<file path="src/rtl/fifo_word_packer.sv">
// fifo_word_packer
//
// Pops 16-bit words from the head of a first-word-fall-through FIFO and packs
// consecutive pairs into 32-bit words on a valid/ready output stream. The first
// popped word lands in out_data[15:0] and the second in out_data[31:16]. While
// the sink accepts every word it sustains one pop per cycle.
//
// Optional feature (macro PACK_TIMEOUT_EN): a lone half-word that has waited
// TIMEOUT idle cycles is flushed as {16'h0, low} with out_half=1. Without the
// macro, no counter is built and out_half is always 0.
//
// Parameters:
//   TIMEOUT     idle cycles in HALF before a flush (1..255, timeout build only)
// Ports:
//   clk         clock, all state changes on the rising edge
//   rst         synchronous active-high reset
//   fifo_empty  FIFO empty flag
//   fifo_data   FIFO head word, valid whenever fifo_empty=0
//   fifo_rd_en  pop request (combinational); FIFO must honour it when not empty
//   out_valid   out_data holds a packed word
//   out_ready   sink accepts the word this cycle
//   out_data    packed word
//   out_half    only out_data[15:0] is meaningful (timeout flush)

module fifo_word_packer #(
    parameter int unsigned TIMEOUT = 15
) (
    input  logic        clk,
    input  logic        rst,
    input  logic        fifo_empty,
    input  logic [15:0] fifo_data,
    output logic        fifo_rd_en,
    output logic        out_valid,
    input  logic        out_ready,
    output logic [31:0] out_data,
    output logic        out_half
);

    typedef enum logic [1:0] {
        S_EMPTY = 2'd0,  // nothing held
        S_HALF  = 2'd1,  // low half waiting for its partner
        S_FULL  = 2'd2   // packed word presented on the output
    } state_t;

    state_t      state, state_nxt;
    logic [15:0] low_q, low_nxt;
    logic [31:0] data_nxt;
    logic        half_nxt;
    logic        pop;
    logic        expire;

    // A pop may happen in FULL only when the held word leaves this same cycle,
    // which is what keeps the stream bubble-free.
    assign pop        = !rst && !fifo_empty && ((state != S_FULL) || out_ready);
    assign fifo_rd_en = pop;
    assign out_valid  = (state == S_FULL);

`ifdef PACK_TIMEOUT_EN
    logic [7:0] cnt_q, cnt_nxt;

    assign expire = (state == S_HALF) && (cnt_q == 8'(TIMEOUT));

    // Clears whenever HALF is (re)entered, counts idle HALF cycles otherwise.
    always_comb begin
        cnt_nxt = cnt_q;
        if ((state_nxt == S_HALF) && (state != S_HALF)) begin
            cnt_nxt = 8'd0;
        end else if ((state == S_HALF) && !pop) begin
            cnt_nxt = cnt_q + 8'd1;
        end
    end

    always_ff @(posedge clk) begin
        if (rst) begin
            cnt_q <= 8'd0;
        end else begin
            cnt_q <= cnt_nxt;
        end
    end
`else
    // HALF waits indefinitely; TIMEOUT has no effect in this build.
    assign expire = 1'b0 && (TIMEOUT != 0);
`endif

    // NOTE: every output of this block gets a default before the case so no
    // path leaves a variable unassigned, which would otherwise infer a latch.
    always_comb begin
        state_nxt = state;
        low_nxt   = low_q;
        data_nxt  = out_data;
        half_nxt  = out_half;
        unique case (state)
            S_EMPTY: begin
                if (pop) begin
                    low_nxt   = fifo_data;
                    state_nxt = S_HALF;
                end
            end
            S_HALF: begin
                // A pop in the expiry cycle wins and forms a normal word.
                if (pop) begin
                    data_nxt  = {fifo_data, low_q};
                    half_nxt  = 1'b0;
                    state_nxt = S_FULL;
                end else if (expire) begin
                    data_nxt  = {16'h0000, low_q};
                    half_nxt  = 1'b1;
                    state_nxt = S_FULL;
                end
            end
            S_FULL: begin
                // Without out_ready everything holds, keeping out_data stable.
                if (out_ready) begin
                    if (pop) begin
                        low_nxt   = fifo_data;
                        state_nxt = S_HALF;
                    end else begin
                        state_nxt = S_EMPTY;
                    end
                end
            end
            default: state_nxt = S_EMPTY;
        endcase
    end

    // NOTE: state is updated with non-blocking assignments so every register
    // samples the values from before this edge, independent of block order.
    always_ff @(posedge clk) begin
        if (rst) begin
            state    <= S_EMPTY;
            low_q    <= 16'h0000;
            out_data <= 32'h0000_0000;
            out_half <= 1'b0;
        end else begin
            state    <= state_nxt;
            low_q    <= low_nxt;
            out_data <= data_nxt;
            out_half <= half_nxt;
        end
    end

endmodule

</file>
<file path="config.mk">
export PLATFORM = sky130hd
export DESIGN_NAME = fifo_word_packer
export DESIGN_NICKNAME = d
export VERILOG_FILES = /design/src/rtl/fifo_word_packer.sv
export SDC_FILE = /design/constraint.sdc
export NUM_CORES = 1
export LEC_CHECK = 0
export CORE_ASPECT_RATIO = 1.1
export CORE_MARGIN = 5
export CORE_UTILIZATION = 50
export DETAILED_ROUTE_END_ITERATION = 6
export PLACE_DENSITY = 0.84
export SLEW_MARGIN = 20
export SYNTH_ARGS = -nofsm -noshare
export SYNTH_HDL_FRONTEND = slang
export SYNTH_SLANG_ARGS = --single-unit
</file>
<file path="constraint.sdc">
create_clock -name clk -period 3.89 [get_ports clk]
set_clock_uncertainty 0.1 [all_clocks]
set_input_delay 0.778 -clock clk [delete_from_list [all_inputs] [get_ports clk]]
set_output_delay 0.778 -clock clk [all_outputs]
set_load 0.05 [all_outputs]
</file>
== Word-level counts from Yosys, hierarchy flattened ==
Cells that the tools add are included.
Storage, ports and cells
  logic and storage cells: 27
  output and inout bits: 35
  flip-flop bits (word level): 50
  input port bits: 20
Cells by class
  equality and inequality tests: 6
  muxes and demuxes: 8
  reduce and logical (&&, ||, !) cells: 10
Operator list (number)
  $mux W16: 2
  $pmux W16 S2: 1
  $mux W2: 3
  $ne A2 B2 Y1 const B: 3
  $pmux W2 S3: 1
  $reduce_and A2 Y1: 2
  $reduce_and A3 Y1: 1
  $eq A2 B1 Y1 const B: 1
  $eq A2 B2 Y1 const B: 1
  $logic_and A1 B1 Y1: 2
  $logic_not A1 Y1: 2
  $logic_not A2 Y1: 1
  $ne A2 B1 Y1 const B: 1
  $reduce_bool A2 Y1: 1
  $logic_or A1 B1 Y1: 1
  $mux W1: 1

== Depth between registers and ports, before layout ==
Gate-level depths: netlist of the first run.
  depth in word-level cells: 6
  depth in mapped cells: 5
  depth with buffers taken out: 3

== Worst setup path before layout of the first run ==
No wires, ideal clock.
  path kind: input -> output
  start point: input port fifo_empty
  end point: output port fifo_rd_en
  setup slack: 0.804 ns
  cell stages on the path: 3
  arrival: 2.208 ns
  cell sequence: buf_2 -> clkbuf_1 -> nor3_1
Between the ends
  word-level cells in the longest chain between the ends: 3
RTL lines
  from (decl): RTL line 30  | input logic fifo_empty,
  $logic_not A1 Y1: RTL line 54  | assign pop = !rst && !fifo_empty && ((state != S_FULL) || out_ready);
  $logic_and A1 B1 Y1 (2 in a row): RTL line 54
  to (decl): RTL line 32  | output logic fifo_rd_en,
Every way passes these cells.

== Worst setup path after layout of the first run ==
  start point: register state[0]
  end point: output port out_valid
Between the ends
  word-level cells in the longest chain between the ends: 1
RTL lines
  from (decl): RTL line 45  | state_t state, state_nxt;
  from (signal assigned): RTL line 135  | state <= state_nxt;
  $eq A2 B2 Y1: RTL line 56  | assign out_valid = (state == S_FULL);
  to (decl): RTL line 33  | output logic out_valid,
Every way passes these cells.

==> flow_summary.yaml, run 1 <==
status:
  status: "finished, final reports clean"
timing:
  fin_crit_sh_pct: 71.5
  report.final.hold_viol_count: 0
  slew_viol_final: 0
  layout_setup_ws_ns: 1.11
  tightest_slew_ns: 0.944
  slew_headroom_pct: 36.7
  setup_viol: 0
  hold_ws_ns: 0.351
  timing.final.crit_period_ns: 2.78
  fmax_mhz: 360
  fin_tns_setup_ns: 0
  rsz0062_at_grt: "false"
setup_path:
  critPathBufInv: 1
  cp_top_family: "flip-flops"
  crit_type: "reg2out"
  cp_cell_sequence: "nor2b_1, clkdlybuf4s50_1"
  critPathSlowestCell: "dfxtp_1"
  cp.required_ns: 3.01
  worst_setup_path_start_kind: "register"
  worstSetupEndpointType: "output port"
  cp_max_fo: 21
  crit_arrival_ns: 1.90
  cpPeakStageDelay_ns: 0.74
floorplanning:
  die_area_um2: 5150
  die_y_um: 74.8
  die_w_um: 68.9
  initial_utilization_pct: 52.2
  rows: 23
  core_area_um2: 3650
  ios: 55
global_route:
  grt_usage_pct: 17.9
  grt_pass1_vias: 1563
  grt_pass1_wl_um: 6970
  grt_max_degree: 50
  grt_overflow_total: 0
  antenna_found_initial: 0
clock_network:
  cts.sink_count: 50
  clk_pin_slew_ns: 0.08
  cts_resized: 0
  post_cts_buffers: 0
  cts_tree: "done"
  htreeDepth: 2
  cts_root_buffer: "clkbuf_8"
  cts_buffers: 5
  cts_buffer_depth: 2
  insertion_delay_ns: 0.29
  hold_buffers: 0
placement:
  hpwl_um: 2850
  place_ws_ns: 1.19
  gp_congestion: 0.774
  io_buffers: 53
logic_synthesis:
  yosys.area_share.simple_pct: 23.3
  seq_area_frac_synth_pct: 52.5
  synth_xor_area_share_pct: 0.459
  ys_ff_latch: 50
  syn_nets: 249
  post_synth_num_cell_types: 23
  yosysWarningCount: 0
  muxShareOfSynthArea_pct: 0
  ys_top_cells_by_area: "dfxtp_1 52%, nand2_1 16%, o311ai_0 7.3%, o21ai_0 7.1%, nand3_1 4.2%"
  syn_inst: 229
  avgSynthCellArea_um2: 8.33
  synth_compound_gate_area_share_pct: 16.6
  synth_top_family_by_area: "simple AND/OR/NAND/NOR gates"
  yosysTopAreaCell: "dfxtp_1"
  synthAdderAreaFrac_pct: 0
  syn_area_um2: 1910
  netlist.area_leader.share_pct: 52.5
layout:
  antenna_cells: 0
  final_nets: 291
  num-fill-cells: 314
  drive_gt1_share_pct: 4.43
  multi_input_area_um2: 782
  seq_area_um2: 1000
  area_growth_pct: 29.9
power_and_ir_drop:
  total_power_uw: 993
  power_leakage_uw: 0.000926
  seqPwrFrac_pct: 56.3
  internal_power_uw: 722
  ir_worst_vdd_uv: 208
  p_per_area_nw_per_um2: 401
  net-switching-power_uw: 271
  p_clk_share_pct: 27.6
  p_comb_share_pct: 16.1
  switching_share_pct: 27.3
hold_path:
  hold_path.class: "reg2reg"
detailed_routing:
  wl_per_cell_um: 13.0
  first_pass_iters: 4
  via_count: 1656
  viasPerCell: 5.16
  drc_errors: 0
  postRouteWirelength_um: 4170
  drtAntennaViolNets: 0
  drt-initial-drc-count: 157
job:
  maxCapViolCount: 0
[through the flow]
| stage | area (um^2) | cells | utilization, % |
|---|---|---|---|
| 6_report | 2480 | 321 | 67.8 |
| 5_1_grt | 2480 | 321 | 67.8 |
| 4_1_cts | 2480 | 321 | 67.8 |
| 3_5_place_dp | 2400 | 314 | 65.7 |
| 3_3_place_gp | 2400 | 314 | 65.7 |
| 2_1_floorplan | 1910 | 229 | - |
[cells in the final DEF, fill, tap and decap left out, types with 2 or more instances in the layout]
cell type,count
o21ai_1,5
dfxtp_1,50
buf_4,4
clkdlybuf4s50_1,52
o21ai_0,27
nor2_1,2
clkbuf_1,2
nand3_1,16
o311ai_0,16
nand2_1,80
clkbuf_8,5
nor2b_1,2
[synth_stat cells, drive strengths merged]
master,count
nor2,2
dfxtp,50
o21ai,32
and2b,1
nor2b,2
conb,1
nand2,80
clkbuf,8
inv,1
nor3,2
nand3,16
nor4b,1
a2bb2oi,1
o311ai,16
a21o,1
xor2,1
buf,13
nand2b,1
[worst register-to-register path, delay by kind of cell, from the launching register on]
kind	cells	cell delay [ns]
DFF	1	0.74
buffers and inverters	1	0.36
and+or+nand+nor	1	0.35
AOI/OAI and AO/OA	1	0.17
[sequential cells by signal, summed over array words and instances, names as in the netlist]
register  count
low_q        16
out_data     32
state         2
[worst paths after layout]
check                   startpoint                        end  slack, ns  cells after the start
max reg2reg  state[0]$_SDFFE_PP0P_  out_data[27]$_SDFFE_PP0P_       2.05                      3
min          low_q[6]$_SDFFE_PP0P_   out_data[6]$_SDFFE_PP0P_       0.35                      2
max          state[0]$_SDFFE_PP0P_                  out_valid       1.11                      2
min reg2reg  low_q[6]$_SDFFE_PP0P_   out_data[6]$_SDFFE_PP0P_       0.35                      2
[logic make-up after synthesis]
| logic type | after synthesis |
|---|---|
| compound gates | 50 |
| xor+xnor | 1 |
| buf+inv | 22 |
| flops | 50 |
| other cells | 1 |
| simple gates | 105 |
[routing by layer]
layer	vias to the layer above	wire [um]	global-route usage, %	share of wire, %
met3	8	344	6.57	8.2
met2	51	1860	29.7	45
met5	-	0	0	0
li1	856	-	-	-
met4	0	56	5.84	1.3
met1	741	1910	21.4	46
[area by class of cell]
cell class	count	share of cell area [%]
clock buffers	7	3.08
inverters	1	0.152
multi-input cells	157	31.6
flip-flops and latches	50	40.4
well taps	50	2.53
repair buffers	56	22.2
[power groups by stage]
stage                     Clock (uW)  Combinational (uW)  Sequential [uW]
after global placement             0                 159              571
after detailed placement           0                 160              571
after floorplan                    0                65.0              608
after global routing             309                 172              564
after CTS                        287                 161              560
final                            274                 159              559
No activity file was read; power rests on OpenSTA's default activity.
==> run 2, diff against run 1 <==
--- a/config.mk
+++ b/config.mk
@@ -7,9 +7,9 @@
 export LEC_CHECK = 0
 export CORE_ASPECT_RATIO = 1.1
 export CORE_MARGIN = 5
-export CORE_UTILIZATION = 50
+export CORE_UTILIZATION = 46
 export DETAILED_ROUTE_END_ITERATION = 6
-export PLACE_DENSITY = 0.84
+export PLACE_DENSITY = 0.78
 export SLEW_MARGIN = 20
 export SYNTH_ARGS = -nofsm -noshare
 export SYNTH_HDL_FRONTEND = slang
==> constraint.sdc (replaced) <==
create_clock -name clk -period 2.8 [get_ports clk]
set_clock_uncertainty 0.1 [all_clocks]
set_input_delay 0.56 -clock clk [delete_from_list [all_inputs] [get_ports clk]]
set_output_delay 0.56 -clock clk [all_outputs]
set_load 0.05 [all_outputs]
==> flow_summary.yaml, run 2 (synthesis gave the netlist of run 1 again) <==
floorplanning:
  core_area_um2: 3990
  ios: 55
  initial_utilization_pct: 47.7
  rows: 24
  die_w_um: 71.4
  die_area_um2: 5530
  die_y_um: 77.5
setup_path:
  worstSetupEndpointType: "output port"
  worst_setup_path_start_kind: "register"
  cp.required_ns: 2.14
  crit_arrival_ns: 1.80
  critPathBufInv: 1
  cp_num_cells: 2
  cp_top_family: "buffers and inverters"
  cp_cell_sequence: "nor2b_1, clkdlybuf4s50_1"
  cpPeakStageDelay_ns: 0.84
  critPathSlowestCell: "clkdlybuf4s50_1"
  cp_max_fo: 5
  crit_type: "reg2out"
  reg2regPathDepth: 5
timing:
  slew_viol_final: 0
  slew_headroom_pct: 58.6
  hold_ws_ns: 0.351
  tightest_slew_ns: 0.621
  setup_viol: 0
  rsz0062_at_grt: "false"
  report.final.hold_viol_count: 0
  timing.final.crit_period_ns: 2.46
  fmax_mhz: 406
  fin_tns_setup_ns: 0
  fin_crit_sh_pct: 87.9
detailed_routing:
  postRouteWirelength_um: 4510
  viasPerCell: 5.12
  drt-initial-drc-count: 157
  wl_per_cell_um: 13.8
  via_count: 1673
  drtAntennaViolNets: 0
  first_pass_iters: 5
  drc_errors: 0
power_and_ir_drop:
  p_comb_share_pct: 15.1
  seqPwrFrac_pct: 47.7
  switching_share_pct: 25.7
  p_per_area_nw_per_um2: 623
  ir_worst_vdd_uv: 463
  p_clk_share_pct: 37.2
  internal_power_uw: 1200
  power_leakage_uw: 0.000977
  net-switching-power_uw: 414
clock_network:
  cts.sink_count: 50
  insertion_delay_ns: 0.31
  post_cts_buffers: 0
  cts_tree: "done"
  clk_pin_slew_ns: 0.09
  hold_buffers: 0
  cts_resized: 0
  htreeDepth: 2
  cts_buffer_depth: 2
  cts_root_buffer: "clkbuf_8"
  cts_buffers: 5
placement:
  io_buffers: 53
  hpwl_um: 2970
  gp_congestion: 0.798
layout:
  final_nets: 294
  final_common_cell: "nand2_1"
  antenna_cells: 0
  area_growth_pct: 35.7
  max_flop_register: "out_data"
  largest_register_ffs: 32
  drive_gt1_share_pct: 6.55
  most-common-layout-cells: "80 x nand2_1, 52 x clkdlybuf4s50_1, 50 x dfxtp_1, 27 x o21ai_0"
  reg_top3: "out_data x32, low_q x16, state x2"
job:
  maxCapViolCount: 0
status:
  status: "finished, final reports clean"
global_route:
  grt_overflow_total: 0
  antenna_found_initial: 0
  grt_usage_pct: 17.1
  grt_pass1_vias: 1623
  grt_max_degree: 49
  grt_pass1_wl_um: 7590
hold_path:
  hold_path_depth: 2
  hold_path.class: "reg2reg"
## run 2: cell count changes in the layout (fill, tap and decap cells not counted)
cell	delta
buf_12	+2
buf_4	+1
bufinv_16	+2
clkbuf_1	-2
clkinv_4	+1
## run 2: power by group through the flow
stage	Sequential, uW	Clock, uW	Combinational [uW]
after floorplan	845	0	90.2
after global placement	785	0	240
after detailed placement	786	0	242
after CTS	770	609	244
after global routing	774	641	260
final	769	599	243
## run 2: final timing paths
| path | startpoint | endpoint | slack, ns |
|---|---|---|---|
| worst min-delay path | out_data[9]$_SDFFE_PP0P_ | out_data[9]$_SDFFE_PP0P_ | 0.35 |
| worst max register to register | state[0]$_SDFFE_PP0P_ | low_q[9]$_SDFFE_PP0P_ | 1.24 |
| worst min register to register | out_data[9]$_SDFFE_PP0P_ | out_data[9]$_SDFFE_PP0P_ | 0.35 |
| worst max-delay path | state[1]$_SDFFE_PP0P_ | out_valid | 0.34 |
## run 2: area by class of cell
type	instances	area, um^2
timing repair buffer	59	598
tap	52	65.1
multi-input combinational	157	782
inverter	1	3.75
clock inverter	3	68.8
clock buffer	5	68.8
sequential	50	1000
fill	352	1410
## run 2: worst register-to-register path: stages, from the launching register on
cell and delay [ns]:
dfxtp_1 0.32, buf_4 0.20, nor3_2 0.42, buf_4 0.27, nand3_1 0.10, nand2_1 0.10
## run 2: through the flow
stage | setup slack (ns) | power (uW) | instances | area, um^2 | utilization (%)
floorplan | 0.150 | 935 | 229 | 1910 | -
detailed placement | 0.437 | 1030 | 319 | 2450 | 61.3
finish | 0.339 | 1610 | 327 | 2590 | 64.8
global placement | 0.406 | 1030 | 319 | 2450 | 61.3
global route | 0.241 | 1680 | 327 | 2590 | 64.8
CTS | 0.337 | 1620 | 327 | 2590 | 64.8
## run 2: layer usage
layer	global-route usage (%)	up-vias	part of all wire (%)
li1	-	857	-
met1	20.2	759	44
met2	27.8	46	48
met3	5.81	11	6.1
met4	7.89	0	2.5
met5	0	-	0
